**src/rtl/uart_rx.sv**
```systemverilog
// uart_rx: 8N1 UART receiver clocked by a 16x oversampling tick.
//
// The serial line is double-flopped, the start bit is confirmed at mid-bit,
// data bits are sampled LSB-first at bit centres and the stop bit is checked.
// The received byte is handed to the host with a ready/clear handshake.
//
// Ports:
//   clk        system clock
//   rst        synchronous active-high reset
//   rx_enb     one-clk oversampling tick from the baud generator
//   rx         asynchronous serial line, idle high
//   rdy_clr    host acknowledge; clears rdy, frame_err and overrun
//   data       last correctly framed byte
//   rdy        byte available in data
//   frame_err  sticky: stop bit sampled low
//   overrun    sticky: new byte loaded while rdy still set
//   busy       high whenever the receiver is not idle
module uart_rx #(
   parameter int unsigned DATA_BITS  = 8,
   parameter int unsigned OVERSAMPLE = 16
) (
   input  logic                 clk,
   input  logic                 rst,
   input  logic                 rx_enb,
   input  logic                 rx,
   input  logic                 rdy_clr,
   output logic [DATA_BITS-1:0] data,
   output logic                 rdy,
   output logic                 frame_err,
   output logic                 overrun,
   output logic                 busy
);

   localparam int unsigned CW = $clog2(OVERSAMPLE);
   localparam int unsigned IW = $clog2(DATA_BITS + 1);

   localparam logic [CW-1:0] CntHalf = CW'(OVERSAMPLE / 2 - 1);
   localparam logic [CW-1:0] CntLast = CW'(OVERSAMPLE - 1);
   localparam logic [IW-1:0] IdxLast = IW'(DATA_BITS - 1);

   typedef enum logic [1:0] {StIdle, StStart, StData, StStop} state_e;

   state_e               state_q, state_d;
   logic [CW-1:0]        cnt_q, cnt_d;
   logic [IW-1:0]        idx_q, idx_d;
   logic [DATA_BITS-1:0] shift_q, shift_d;
   logic [DATA_BITS-1:0] data_q, data_d;
   logic                 rdy_q, rdy_d;
   logic                 fe_q, fe_d;
   logic                 ov_q, ov_d;
   logic                 rx_m, rx_s;

   always_ff @(posedge clk) begin
      if (rst) begin
         rx_m    <= 1'b1;
         rx_s    <= 1'b1;
         state_q <= StIdle;
         cnt_q   <= '0;
         idx_q   <= '0;
         shift_q <= '0;
         data_q  <= '0;
         rdy_q   <= 1'b0;
         fe_q    <= 1'b0;
         ov_q    <= 1'b0;
      end else begin
         rx_m    <= rx;
         rx_s    <= rx_m;
         state_q <= state_d;
         cnt_q   <= cnt_d;
         idx_q   <= idx_d;
         shift_q <= shift_d;
         data_q  <= data_d;
         rdy_q   <= rdy_d;
         fe_q    <= fe_d;
         ov_q    <= ov_d;
      end
   end

   always_comb begin
      state_d = state_q;
      cnt_d   = cnt_q;
      idx_d   = idx_q;
      shift_d = shift_q;
      data_d  = data_q;
      // Host acknowledge acts every clk; a load or error below overrides it.
      rdy_d   = rdy_q & ~rdy_clr;
      fe_d    = fe_q & ~rdy_clr;
      ov_d    = ov_q & ~rdy_clr;

      if (rx_enb) begin
         case (state_q)
            StIdle: begin
               if (!rx_s) begin
                  state_d = StStart;
                  cnt_d   = '0;
               end
            end
            StStart: begin
               if (cnt_q == CntHalf) begin
                  cnt_d = '0;
                  idx_d = '0;
                  // Line back high at mid-start: a glitch, not a frame.
                  state_d = rx_s ? StIdle : StData;
               end else begin
                  cnt_d = cnt_q + 1'b1;
               end
            end
            StData: begin
               if (cnt_q == CntLast) begin
                  shift_d = {rx_s, shift_q[DATA_BITS-1:1]};
                  cnt_d   = '0;
                  idx_d   = idx_q + 1'b1;
                  if (idx_q == IdxLast) state_d = StStop;
               end else begin
                  cnt_d = cnt_q + 1'b1;
               end
            end
            StStop: begin
               if (cnt_q == CntLast) begin
                  state_d = StIdle;
                  cnt_d   = '0;
                  if (rx_s) begin
                     data_d = shift_q;
                     rdy_d  = 1'b1;
                     // An acknowledge in this same cycle consumes the old byte.
                     if (rdy_q && !rdy_clr) ov_d = 1'b1;
                  end else begin
                     fe_d = 1'b1;
                  end
               end else begin
                  cnt_d = cnt_q + 1'b1;
               end
            end
            default: state_d = StIdle;
         endcase
      end
   end

   assign data      = data_q;
   assign rdy       = rdy_q;
   assign frame_err = fe_q;
   assign overrun   = ov_q;
   assign busy      = (state_q != StIdle);

endmodule
```
**config.mk**
```make
export PLATFORM = sky130hd
export DESIGN_NAME = uart_rx
export DESIGN_NICKNAME = d
export VERILOG_FILES = /design/src/rtl/uart_rx.sv
export SDC_FILE = /design/constraint.sdc
export NUM_CORES = 1
export LEC_CHECK = 0
export BUFFER_PORTS_ARGS = -buffer_cell sky130_fd_sc_hd__buf_2
export CORE_MARGIN = 2
export CORE_UTILIZATION = 35
export DETAILED_ROUTE_END_ITERATION = 6
export PLACE_DENSITY = 0.64
export SLEW_MARGIN = 20
export SYNTH_ARGS = -nofsm -noshare
export SYNTH_HDL_FRONTEND = slang
export SYNTH_SLANG_ARGS = --single-unit
```
**constraint.sdc**
```tcl
create_clock -name clk -period 2 [get_ports clk]
set_clock_uncertainty 0.05 [all_clocks]
set_input_delay 0.2 -clock clk [delete_from_list [all_inputs] [get_ports clk]]
set_output_delay 0.2 -clock clk [all_outputs]
set_load 0.02 [all_outputs]
```
==> summary.md <==
| Metric | Value |
|---|---|
| Die H | approximately 66 um |
| Number of library cell types mapped by synthesis | 35 |
| Diode count | 0 |
| Number of top-level design ports | 17 |
| Fin Setup TNS | 0 ns |
| VDD IR max | 0.333 mV |
| Global-route usage over all layers | 12.9% |
| Required arrival time at the worst endpoint | 2.16 ns |
| Die Footprint | 4330 um^2 |
| Setup repair after global routing missed its margin | false |
| Critical Setup Path Class | reg -> reg |
| Root Buffer | clkbuf_8 |
| Cell types occupying the most area after synthesis | dfxtp_1 (46%), mux2i_1 (13%), nor2_1 (6.7%) |
| Post-layout net count | 162 |
| Area leader, netlist | dfxtp_1 |
| Mean instance size in the synthesized netlist | 9.68 um^2 |
| Critical path data arrival time | 1.79 ns |
| Initial antenna violation count | 0 |
| Number of cell rows | 22 |
| Initial cell density of the core | 36.5% |
| Number of input and output port buffers inserted | 16 |
| Switching power share of the total | 21.4% |
| Pin slew with the least headroom to its limit | roughly 0.48 ns |
| Final critical-path required period | 1.62 ns |
| Most repeated library cell on the critical path | a21oi_1 |
| Hold buffer count at cts | 0 |
| Top-area cell type share of the netlist area | 46.4% |
| Slew HR | 67.6% |
| Maximum number of pins on one net before global-route repair | 30 |
| Final routed wirelength across all metal layers | 2370 um |
| Worst Hold Path Cells | 2 |
| Worst path max stage delay | ~0.53 ns |
| Via count of the first global-routing pass | ~940 |
| Number of search-and-repair iterations in the first detailed-routing pass | 4 |
| Maximum frequency from static timing analysis | 616 MHz |
| Hold path startpoint | rx |
| H-tree Lvls | 2 |
| Clk_lat worst skew | 0.28 ns |
| Number of standard cells in the final layout excluding fillers | 204 |
| Worst reg2reg endpoint | idx_q[1] |
| Clock share of power | 41.4% |
| MaxCap Viol Count | 0 |
| Seq/Total Area, Yosys | 46.4% |
| Cell-by-cell listing of the critical path | or3b_4, a21oi_1, nand4b_1, a21oi_1 |
| Total clock buffers created by CTS | 5 |
| Pleak | roughly 0.00064 uW |
| Buffer and inverter count on the worst path | 0 |
| Post-route setup slack | 0.377 ns |
| Vias per Instance | between 4 and 5 |
| Area grow syn2layout | 14.2% |
| Part of the power in registers | 56.1% |
| Post_cts resized | 0 |
| Number of flops mapped to enable cells by yosys | 0 |
| Hold Violations, Final | 0 |
| Setup repair bufs after CTS | 0 |
| Global-route wire length before repair | 4150 um |
| Post-synthesis cell area | 1340 um^2 |
| Kind of end point of the critical path | register |
| Weighted congestion reported at the end of routability-driven placement | 0.763 |
| Core Area | 3660 um^2 |
| Clock transition at the registers of the reported paths | roughly 0.060 ns |
| Final-report setup violation count | 0 |
| FF-to-FF path depth | 4 |
| Switching Power | 238 uW |
| Worst Path Max Fanout | 15 |
| Gate family responsible for the most delay along the worst path | simple AND/OR/NAND/NOR gates |
| Highest-count cells in the layout ignoring fill and taps | dfxtp_1 (31), nor2_1 (24), mux2i_1 (18) |
| Most common cell after layout, fill and taps aside | dfxtp_1 |
| Power density relative to cell area | 729 nW/um^2 |
| Die X-Extent | 65.8 um |
| Reg2Reg Setup Slack | 0.38 ns |
| Via count of the routed design | 991 |
| Final-report max-slew violation count | 0 |
| Pre-CTS setup slack | 0.397 ns |
| Max Buffers Root-to-Sink | 2 |
| Warnings, synthesis | 0 |
| Placed instance count | between 150 and 200 |
| Cell with the largest stage delay on the worst path | dfxtp_1 |
| Final period util | around 81% |
| Top_reg_cell synth | dfxtp_1 |
| Worst r2r src | state_q[0] |
| Violation count after the first detailed-routing iteration | 25 |
| DP HPWL | roughly 1700 um |
| Antenna-violating nets left | 0 |
| Hold Crit Class | in -> reg |
| Async set-reset flop share out of synthesis | 0% |
| Combinational Power Share | 2.5% |
| Post-place instance area | 1450 um^2 |
| Cell count after synthesis | around 140 |
| Crit path launch type | register |
| Finished Cell Area | 1530 um^2 |
| Remaining routing DRC violations | 0 |
| Internal | 875 uW |
| Result of the run | completed |
| Synthesized net count | 145 |
| End of the worst hold path | rx_m |
| Routed wirelength normalized by instance count | between 10 and 15 um |
| Remaining global-route overflow | 0 |
| Yosys reg bits | 31 |
| CTS Sinks | 31 |
| TritonCTS clock tree | built |
| Share of final-layout standard cells stronger than drive strength 1 | 21.8% |
[power by group through the flow]
stage	sequential, uW	clock [uW]	combinational, uW
after global placement	638	0	27.5
after CTS	625	485	28.3
after global routing	625	512	30.7
after detailed placement	639	0	28.4
after floorplan	636	0	20.4
final	625	460	27.8
[synth_stat cells, types with 3 or more instances]
cell	n
nand2b_1	5
a21oi_1	6
clkbuf_1	5
dfxtp_1	31
nand3_1	3
mux2i_1	18
nor2_1	24
o21ai_0	3
or2_2	3
nand4b_1	4
nand2_1	3
[per-stage QoR]
step	total power [uW]	hold WS, ns	utilization (%)
after floorplan	657	0.229	-
after global placement	666	0.334	39.5
after detailed placement	667	0.336	39.5
after CTS	1140	0.0363	41.7
after global routing	1170	0.0347	41.7
final	1110	0.0448	41.7
[per-layer routing]
metal	part of all wire, %	track usage (%)	vias up	wire length, um
li1	-	-	511	-
met1	48	15.5	455	1130
met2	46	19.3	20	1080
met3	4.7	5.62	5	112
met4	1.9	7.03	0	45
met5	0	0	-	0
[area by class of cell]
cell class / instances / area, um^2
inverter: 2 / 7.51
timing repair buffer: 20 / 110
clock inverter: 1 / 5.00
fill: 376 / 2130
multi-input combinational: 95 / 647
sequential: 31 / 621
clock buffer: 7 / 76.3
tap: 48 / 60.1
[cell families (layout without fill, tap and decap cells)]
group           count (synthesis)  in the layout  synth area share [%]
compound gates                 19             19                  9.55
xor+xnor                        3              3                  1.97
mux                            18             18                  13.5
flops                          31             31                  46.4
buf+inv                        12             30                  5.15
fa+ha+maj                       2              2                  1.87
simple gates                   53             53                  21.5
[registers in the layout, indices dropped and copies added (netlist names), named ones only]
register / cells
rx_m: 1
overrun: 1
state_q: 1
shift_q: 8
rdy: 1
idx_q: 4
rx_s: 1
cnt_q: 4
frame_err: 1
data: 8
[worst max path at each step]
stage / start / end / cells past startpoint
floorplan: cnt_q[0] / shift_q[4] / 7
global placement: state_q[0] / idx_q[1] / 4
detailed placement: register / shift_q[5] / 5
CTS: state_q[0] / idx_q[1] / 4
global route: cnt_q[3] / shift_q[7] / 5
finish: state_q[0] / idx_q[1] / 4
No activity file was read; power rests on OpenSTA's default activity.
